$ cat config.mk
export PLATFORM = sky130hd
export DESIGN_NAME = hazard_stall_ctrl_flat
export DESIGN_NICKNAME = d
export VERILOG_FILES = /design/src/rtl/hazard_stall_ctrl_if.sv /design/src/rtl/hazard_stall_ctrl.sv /design/src/flat_wrapper.sv
export SDC_FILE = /design/constraint.sdc
export NUM_CORES = 1
export LEC_CHECK = 0
export BUFFER_PORTS_ARGS = -buffer_cell sky130_fd_sc_hd__buf_2
export CAP_MARGIN = 20
export CORE_MARGIN = 5
export CORE_UTILIZATION = 41
export CTS_BUF_LIST = sky130_fd_sc_hd__clkbuf_8 sky130_fd_sc_hd__clkbuf_16
export CTS_CLUSTER_DIAMETER = 30
export CTS_CLUSTER_SIZE = 28
export DETAILED_ROUTE_END_ITERATION = 7
export GPL_TIMING_DRIVEN = 1
export PLACE_DENSITY = 0.77
export SLEW_MARGIN = 0
export SYNTH_ARGS = -nofsm -noshare
export SYNTH_HDL_FRONTEND = slang
export SYNTH_SLANG_ARGS = --single-unit
$ cat constraint.sdc
create_clock -name clk -period 1.5 [get_ports clk]
set_input_delay 0.15 -clock clk [delete_from_list [all_inputs] [get_ports clk]]
set_output_delay 0.15 -clock clk [all_outputs]
set_load 0.02 [all_outputs]
$ cat src/rtl/hazard_stall_ctrl_if.sv
// Pipeline-side view of the hazard/stall controller: register indices and events in,
// hold/flush/bubble/forwarding controls out.
interface hazard_stall_ctrl_if #(parameter int REG_AW = 4);
    logic [REG_AW-1:0] id_Ra, id_Rb, exe_rd, mem_rd, wb_rd;
    logic              id_useA, id_useB;
    logic              exe_wr, exe_memread, mem_wr, wb_wr;
    logic              branch_taken, mc_start, mc_done;
    logic              o_hold_pc, o_hold_ifid, o_hold_idexe;
    logic              o_flush_ifid, o_bubble_idexe, o_bubble_exemem;
    logic [1:0]        o_fwdA, o_fwdB;
    logic              o_busy, o_mc_err;

    modport master (
        output id_Ra, id_Rb, id_useA, id_useB, exe_rd, exe_wr, exe_memread,
               mem_rd, mem_wr, wb_rd, wb_wr, branch_taken, mc_start, mc_done,
        input  o_hold_pc, o_hold_ifid, o_hold_idexe, o_flush_ifid, o_bubble_idexe,
               o_bubble_exemem, o_fwdA, o_fwdB, o_busy, o_mc_err
    );

    modport slave (
        input  id_Ra, id_Rb, id_useA, id_useB, exe_rd, exe_wr, exe_memread,
               mem_rd, mem_wr, wb_rd, wb_wr, branch_taken, mc_start, mc_done,
        output o_hold_pc, o_hold_ifid, o_hold_idexe, o_flush_ifid, o_bubble_idexe,
               o_bubble_exemem, o_fwdA, o_fwdB, o_busy, o_mc_err
    );
endinterface

$ cat src/rtl/hazard_stall_ctrl.sv
// Pipeline sequencing controller: load-use stalls, forwarding select, branch squash and
// multi-cycle EXE freeze. Optional perf counters under `HAZARD_PERF_CNT_EN.
module hazard_stall_ctrl #(
    parameter int LD_STALL_CYCLES = 1,
    parameter int MC_TIMEOUT      = 255,
    parameter int REG_AW          = 4
) (
    input logic clk,
    input logic rst,
    hazard_stall_ctrl_if.slave bus
`ifdef HAZARD_PERF_CNT_EN
    ,
    output logic [31:0] o_stall_cnt,
    output logic [31:0] o_flush_cnt
`endif
);
    typedef enum logic [1:0] {RUN, LD_STALL, MC_BUSY} state_t;

    state_t      state, state_nx;
    logic [2:0]  cnt, cnt_nx;
    logic [7:0]  tmo, tmo_nx;
    logic        pend_flush, pend_flush_nx;
    logic        mc_err, mc_err_nx;
    logic        hold_pc, hold_ifid, hold_idexe, flush_ifid, bub_idexe, bub_exemem;
    logic [1:0]  fwd_a, fwd_b;
    logic [REG_AW-1:0] ra, rb, erd, mrd, wrd;
    logic        hz;

    assign ra  = bus.id_Ra;
    assign rb  = bus.id_Rb;
    assign erd = bus.exe_rd;
    assign mrd = bus.mem_rd;
    assign wrd = bus.wb_rd;

    assign hz = bus.exe_memread & bus.exe_wr &
                ((bus.id_useA & (erd == ra)) | (bus.id_useB & (erd == rb)));

    // Forwarding ignores id_use*: selecting a bypass for an unused operand is harmless.
    always_comb begin
        fwd_a = 2'b00;
        fwd_b = 2'b00;
        if (!rst) begin
            if (bus.mem_wr && mrd == ra)      fwd_a = 2'b01;
            else if (bus.wb_wr && wrd == ra)  fwd_a = 2'b10;
            if (bus.mem_wr && mrd == rb)      fwd_b = 2'b01;
            else if (bus.wb_wr && wrd == rb)  fwd_b = 2'b10;
        end
    end

    always_comb begin
        hold_pc       = 1'b0;
        hold_ifid     = 1'b0;
        hold_idexe    = 1'b0;
        flush_ifid    = 1'b0;
        bub_idexe     = 1'b0;
        bub_exemem    = 1'b0;
        state_nx      = state;
        cnt_nx        = cnt;
        tmo_nx        = tmo;
        pend_flush_nx = pend_flush;
        mc_err_nx     = mc_err;
        if (!rst) begin
            case (state)
                RUN: begin
                    if (bus.mc_start) begin
                        {hold_pc, hold_ifid, hold_idexe, bub_exemem} = 4'b1111;
                        state_nx      = MC_BUSY;
                        tmo_nx        = 8'd0;
                        pend_flush_nx = bus.branch_taken;
                    end else if (bus.branch_taken) begin
                        {flush_ifid, bub_idexe} = 2'b11;
                    end else if (hz) begin
                        {hold_pc, hold_ifid, bub_idexe} = 3'b111;
                        if (LD_STALL_CYCLES > 1) begin
                            state_nx = LD_STALL;
                            cnt_nx   = 3'(LD_STALL_CYCLES - 1);
                        end
                    end
                end
                LD_STALL: begin
                    if (bus.branch_taken) begin
                        {flush_ifid, bub_idexe} = 2'b11;
                        state_nx = RUN;
                        cnt_nx   = 3'd0;
                    end else begin
                        {hold_pc, hold_ifid, bub_idexe} = 3'b111;
                        cnt_nx = cnt - 3'd1;
                        if (cnt == 3'd1) state_nx = RUN;
                    end
                end
                MC_BUSY: begin
                    // Timeout exit happens in the MC_TIMEOUT-th busy cycle.
                    if (bus.mc_done || tmo == 8'(MC_TIMEOUT - 1)) begin
                        if (pend_flush) {flush_ifid, bub_idexe} = 2'b11;
                        if (!bus.mc_done) mc_err_nx = 1'b1;
                        pend_flush_nx = 1'b0;
                        tmo_nx        = 8'd0;
                        state_nx      = RUN;
                    end else begin
                        {hold_pc, hold_ifid, hold_idexe, bub_exemem} = 4'b1111;
                        tmo_nx = tmo + 8'd1;
                    end
                end
                default: state_nx = RUN;
            endcase
        end
    end

    always_ff @(posedge clk) begin
        if (rst) begin
            state      <= RUN;
            cnt        <= 3'd0;
            tmo        <= 8'd0;
            pend_flush <= 1'b0;
            mc_err     <= 1'b0;
        end else begin
            state      <= state_nx;
            cnt        <= cnt_nx;
            tmo        <= tmo_nx;
            pend_flush <= pend_flush_nx;
            mc_err     <= mc_err_nx;
        end
    end

    assign bus.o_hold_pc       = hold_pc;
    assign bus.o_hold_ifid     = hold_ifid;
    assign bus.o_hold_idexe    = hold_idexe;
    assign bus.o_flush_ifid    = flush_ifid;
    assign bus.o_bubble_idexe  = bub_idexe;
    assign bus.o_bubble_exemem = bub_exemem;
    assign bus.o_fwdA          = fwd_a;
    assign bus.o_fwdB          = fwd_b;
    assign bus.o_busy          = (state != RUN);
    assign bus.o_mc_err        = mc_err;

`ifdef HAZARD_PERF_CNT_EN
    always_ff @(posedge clk) begin
        if (rst) begin
            o_stall_cnt <= 32'd0;
            o_flush_cnt <= 32'd0;
        end else begin
            if (hold_pc && o_stall_cnt != 32'hFFFF_FFFF)    o_stall_cnt <= o_stall_cnt + 32'd1;
            if (flush_ifid && o_flush_cnt != 32'hFFFF_FFFF) o_flush_cnt <= o_flush_cnt + 32'd1;
        end
    end
`endif
endmodule

$ cat src/flat_wrapper.sv
// flat-port wrapper written by rule: the top's interface ports become plain ports
module hazard_stall_ctrl_flat 
#(
    parameter int LD_STALL_CYCLES = 1,
    parameter int MC_TIMEOUT      = 255,
    parameter int REG_AW          = 4
)
  (clk, rst, bus_id_Ra, bus_id_Rb, bus_id_useA, bus_id_useB, bus_exe_rd, bus_exe_wr, bus_exe_memread, bus_mem_rd, bus_mem_wr, bus_wb_rd, bus_wb_wr, bus_branch_taken, bus_mc_start, bus_mc_done, bus_o_hold_pc, bus_o_hold_ifid, bus_o_hold_idexe, bus_o_flush_ifid, bus_o_bubble_idexe, bus_o_bubble_exemem, bus_o_fwdA, bus_o_fwdB, bus_o_busy, bus_o_mc_err);
  hazard_stall_ctrl_if #(.REG_AW(REG_AW)) bus_i ();
  input logic clk;
  input logic rst;
  input wire logic [$bits(bus_i.id_Ra)-1:0] bus_id_Ra;
  input wire logic [$bits(bus_i.id_Rb)-1:0] bus_id_Rb;
  input wire logic [$bits(bus_i.id_useA)-1:0] bus_id_useA;
  input wire logic [$bits(bus_i.id_useB)-1:0] bus_id_useB;
  input wire logic [$bits(bus_i.exe_rd)-1:0] bus_exe_rd;
  input wire logic [$bits(bus_i.exe_wr)-1:0] bus_exe_wr;
  input wire logic [$bits(bus_i.exe_memread)-1:0] bus_exe_memread;
  input wire logic [$bits(bus_i.mem_rd)-1:0] bus_mem_rd;
  input wire logic [$bits(bus_i.mem_wr)-1:0] bus_mem_wr;
  input wire logic [$bits(bus_i.wb_rd)-1:0] bus_wb_rd;
  input wire logic [$bits(bus_i.wb_wr)-1:0] bus_wb_wr;
  input wire logic [$bits(bus_i.branch_taken)-1:0] bus_branch_taken;
  input wire logic [$bits(bus_i.mc_start)-1:0] bus_mc_start;
  input wire logic [$bits(bus_i.mc_done)-1:0] bus_mc_done;
  output wire logic [$bits(bus_i.o_hold_pc)-1:0] bus_o_hold_pc;
  output wire logic [$bits(bus_i.o_hold_ifid)-1:0] bus_o_hold_ifid;
  output wire logic [$bits(bus_i.o_hold_idexe)-1:0] bus_o_hold_idexe;
  output wire logic [$bits(bus_i.o_flush_ifid)-1:0] bus_o_flush_ifid;
  output wire logic [$bits(bus_i.o_bubble_idexe)-1:0] bus_o_bubble_idexe;
  output wire logic [$bits(bus_i.o_bubble_exemem)-1:0] bus_o_bubble_exemem;
  output wire logic [$bits(bus_i.o_fwdA)-1:0] bus_o_fwdA;
  output wire logic [$bits(bus_i.o_fwdB)-1:0] bus_o_fwdB;
  output wire logic [$bits(bus_i.o_busy)-1:0] bus_o_busy;
  output wire logic [$bits(bus_i.o_mc_err)-1:0] bus_o_mc_err;
  assign bus_i.id_Ra = bus_id_Ra;
  assign bus_i.id_Rb = bus_id_Rb;
  assign bus_i.id_useA = bus_id_useA;
  assign bus_i.id_useB = bus_id_useB;
  assign bus_i.exe_rd = bus_exe_rd;
  assign bus_i.exe_wr = bus_exe_wr;
  assign bus_i.exe_memread = bus_exe_memread;
  assign bus_i.mem_rd = bus_mem_rd;
  assign bus_i.mem_wr = bus_mem_wr;
  assign bus_i.wb_rd = bus_wb_rd;
  assign bus_i.wb_wr = bus_wb_wr;
  assign bus_i.branch_taken = bus_branch_taken;
  assign bus_i.mc_start = bus_mc_start;
  assign bus_i.mc_done = bus_mc_done;
  assign bus_o_hold_pc = bus_i.o_hold_pc;
  assign bus_o_hold_ifid = bus_i.o_hold_ifid;
  assign bus_o_hold_idexe = bus_i.o_hold_idexe;
  assign bus_o_flush_ifid = bus_i.o_flush_ifid;
  assign bus_o_bubble_idexe = bus_i.o_bubble_idexe;
  assign bus_o_bubble_exemem = bus_i.o_bubble_exemem;
  assign bus_o_fwdA = bus_i.o_fwdA;
  assign bus_o_fwdB = bus_i.o_fwdB;
  assign bus_o_busy = bus_i.o_busy;
  assign bus_o_mc_err = bus_i.o_mc_err;
  hazard_stall_ctrl #(.LD_STALL_CYCLES(LD_STALL_CYCLES), .MC_TIMEOUT(MC_TIMEOUT), .REG_AW(REG_AW)) u_core (.clk(clk), .rst(rst), .bus(bus_i));
endmodule
==> summary.md <==
| Metric | Value |
|---|---|
| Die Y | `~58 um` |
| Number of H-tree levels | `1` |
| Average wire per cell in the routed design | `around 13 um` |
| Clock input transition at the sequential cells of the worst setup and hold paths | `around 0.05 ns` |
| Global-route wire length before repair | `around 4.7 mm` |
| Number of nets produced by synthesis | `157` |
| Crit path setup slack, layout | `-0.251 ns` |
| Number of I/O pins | `43` |
| Register area share after synthesis | `between 20% and 30%` |
| Number of cells in the design after placement | `~200` |
| Area taken by multi-input logic gates | `~740 um2` |
| TritonCTS clock tree | `built` |
| Total of endpoints with negative setup slack in the final report | `12` |
| Measured slew at the worst slew-check pin | `roughly 0.27 ns` |
| Crit-path max FO | `2` |
| List of cells traversed by the critical path | `inv_2 -> ha_4 -> nand4_1 -> buf_4 -> o21ai_4 -> a21oi_4 -> a21o_4 -> buf_4` |
| Count of TritonRoute iterations in the first routing pass | `4` |
| Clock insertion delay at the later pin of the skew report | `~0.24 ns` |
| Max-Cap Viols | `0` |
| Minimum clock period | `1.75 ns` |
| Number of antenna violations at the first check in global routing | `0` |
| Total standard cell area after synthesis | `between 900 and 1000 um2` |
| Pin count of the biggest net entering global routing | `11` |
| Final TNS setup | `-1.95 ns` |
| Via count of the first global-routing pass | `between 1,000 and 1,500` |
| Total routed wirelength | `around 2.9 mm` |
| Delay of the slowest critical-path stage | `roughly 0.32 ns` |
| EDFF count, synth | `0` |
| Worst slew slack as a fraction of its limit | `81.6%` |
| Routed vias | `between 1,000 and 1,500` |
| Worst setup EP type | `output port` |
| Buffers on Ports | `42` |
| Flop and latch count out of synthesis | `11` |
| Number of buffers inserted during clock tree synthesis | `3` |
| Power per standard cell area | `605 nW/um2` |
| Remaining Overflow, GRT | `0` |
| Number of endpoints with negative hold slack in the final report | `0` |
| CTS sink count | `11` |
| Final non-filler cell total | `roughly 210` |
| CP Launch Type | `flop` |
| Synth Warn # | `0` |
| Status | `complete, but fails checks` |
| CTS root buf | `sky130_fd_sc_hd__clkbuf_8` |
| FF+latch area | `roughly 220 um2` |
| Combined global-route utilization of all metal layers | `17.7%` |
| Async S/R FF share, synth | `0%` |
| Routability Congestion | `0.882` |
| Buffers from clock root to sink, at most | `2` |
| Highest ir drop seen on vdd | `between 0.2 and 0.3 mV` |
| Ant. Diodes | `0` |
| Post-route ant nets | `0` |
| Post-Synthesis Cells | `124` |
| Setup slack after placement | `-0.100 ns` |
| Min-Delay Path Class | `input port to flop` |
| Floorplan die area | `roughly 3300 um2` |
| Layout cell share with drive strength beyond 1 | `approximately 46%` |
| Core Region | `~2200 um2` |
| Count of unique library cells instantiated by Yosys | `35` |
| Die extent in x | `57.7 um` |
| Leakage power figure | `between 0.6 and 0.7 nW` |
| Number of max-slew violations in the final report | `0` |
| Highest achievable clock rate | `around 0.57 GHz` |
| Per-instance average area after synthesis | `7.51 um2` |
| HPWL Detailed | `roughly 2.3 mm` |
| DRC viols | `0` |
| Final Skew | `0.00183 ns` |
| Synth Flop Type | `sky130_fd_sc_hd__dfxtp_1` |
| Synthesis-to-finish area growth | `57.3%` |
| Violation count after the first detailed-routing iteration | `10` |
| Effective utilization at floorplan | `between 40% and 50%` |
| Cts hold-fix bufs | `0` |
| Total power of the final layout | `just under 0.9 mW` |
| Cell repeated most along the worst path | `sky130_fd_sc_hd__buf_4` |
| Worst-case hold slack | `between 0.2 and 0.25 ns` |
| Crit-path slowest cell | `sky130_fd_sc_hd__dfxtp_2` |
| Data arrival time of the worst path | `1.60 ns` |
| Sum of buffers and inverters on the critical path | `3` |
| Setup repair after global routing missed its margin | `yes` |
| Number of nets in the layout | `220` |
| Failing checks | `setup timing` |
| Crit path max-delay family | `compound AO/OA/AOI/OAI gates` |
| Final cycle utilization of the critical path | `117%` |
| Fillcell total | `between 150 and 200` |
| FP Rows | `17` |
| Vias per cell | `a little over 5` |
| Crit path kind | `flop to output port` |
| Endpoint required time on the critical path | `about 1.4 ns` |
==> cells in the final DEF, fill, tap and decap left out, types with 3 or more instances in the layout <==
cell type,n
sky130_fd_sc_hd__a21oi_1,8
sky130_fd_sc_hd__a311oi_1,4
sky130_fd_sc_hd__buf_2,36
sky130_fd_sc_hd__buf_4,21
sky130_fd_sc_hd__buf_6,6
sky130_fd_sc_hd__clkbuf_8,3
sky130_fd_sc_hd__dfxtp_1,8
sky130_fd_sc_hd__dfxtp_2,3
sky130_fd_sc_hd__inv_1,4
sky130_fd_sc_hd__nand2_1,8
sky130_fd_sc_hd__nand3_1,7
sky130_fd_sc_hd__nand4_1,3
sky130_fd_sc_hd__nor2_1,15
sky130_fd_sc_hd__nor2_2,3
sky130_fd_sc_hd__nor3_1,3
sky130_fd_sc_hd__o21ai_0,3
sky130_fd_sc_hd__xnor2_1,12
sky130_fd_sc_hd__xor2_1,9
==> synth_stat cells (2+ instances only) <==
cell type,number,area (um2)
sky130_fd_sc_hd__xnor2_1,12,105
sky130_fd_sc_hd__nand2b_1,2,12.5
sky130_fd_sc_hd__o21ai_0,3,15.0
sky130_fd_sc_hd__a21oi_1,9,45.0
sky130_fd_sc_hd__nand3_1,8,40.0
sky130_fd_sc_hd__inv_1,4,15.0
sky130_fd_sc_hd__nor4b_1,2,17.5
sky130_fd_sc_hd__clkbuf_1,2,7.51
sky130_fd_sc_hd__nand4_1,3,18.8
sky130_fd_sc_hd__o21ai_2,2,17.5
sky130_fd_sc_hd__a311oi_1,4,35.0
sky130_fd_sc_hd__buf_4,3,22.5
sky130_fd_sc_hd__ha_1,2,25.0
sky130_fd_sc_hd__nand2_1,8,30.0
sky130_fd_sc_hd__dfxtp_1,11,220
sky130_fd_sc_hd__nor2_1,18,67.6
sky130_fd_sc_hd__nor2b_1,2,12.5
sky130_fd_sc_hd__nor3_1,4,20.0
sky130_fd_sc_hd__xor2_1,9,78.8
==> report_power, final <==
group | switching, mW | internal, mW
sequential | 0.00336 | 0.298
combinational | 0.143 | 0.142
clock | 0.119 | 0.180
total | 0.265 | 0.621
==> cell families (layout without fill, tap and decap cells) <==
kind of cell	count (synthesis)	count (layout)	synth area share (%)
mux	1	1	1.08
flops	11	11	23.7
xor+xnor	21	21	19.8
compound gates	24	24	16.9
fa+ha+maj	2	2	2.69
buf+inv	9	71	4.84
simple gates	56	56	31.1
==> final timing paths <==
check        slack (ns)                          endpoint  cells after the start                              from
max               -0.25                   bus_o_hold_ifid                      8        u_core.tmo[0]$_SDFFE_PP0P_
min                0.21      u_core.state[1]$_SDFFE_PP0P_                      2                               rst
max reg2reg       -0.23        u_core.tmo[2]$_SDFFE_PP0P_                     10        u_core.tmo[0]$_SDFFE_PP0P_
min reg2reg        0.49  u_core.bus.o_mc_err$_SDFFE_PP0P_                      2  u_core.bus.o_mc_err$_SDFFE_PP0P_
==> layer usage <==
layer  wire length, um  GRT usage [%]  vias to the layer above  part of all wire (%)
met2              1470           32.9                       42                    52
met1              1070           17.9                      501                    38
met4                83           9.27                        0                   2.9
li1                  -              -                      559                     -
met5                 0              0                        -                     0
met3               223           4.45                        9                   7.8
==> what timing repair did <==
| item | CTS | global route |
|---|---|---|
| endpoints found under the setup margin | 9 | 14 |
| resized for setup | 10 | 9 |
| pin swaps | 6 | 3 |
| setup buffers | 2 | 3 |
==> sequential cells by signal (all words and copies together) (netlist names) <==
| name | cells |
|---|---|
| u_core.tmo | 8 |
| u_core.bus.o_mc_err | 1 |
| u_core.pend_flush | 1 |
| u_core.state | 1 |
==> area by class of cell <==
cell class              instances  area share, %
repair buffers                 63           27.7
clock inverters                 1          0.256
inverters                       4           1.03
multi-input cells             104           50.5
well taps                      28           2.39
clock buffers                   3           2.82
flip-flops and latches         11           15.3
==> metrics by stage <==
| stage | utilization, % | instance area (um2) |
|---|---|---|
| final | 66.8 | 1460 |
| after global routing | 66.8 | 1460 |
| after CTS | 64.1 | 1400 |
| after detailed placement | 60.0 | 1310 |
| after global placement | 60.0 | 1310 |
| after floorplan | - | 982 |
Power figures use the tool's default switching activity.
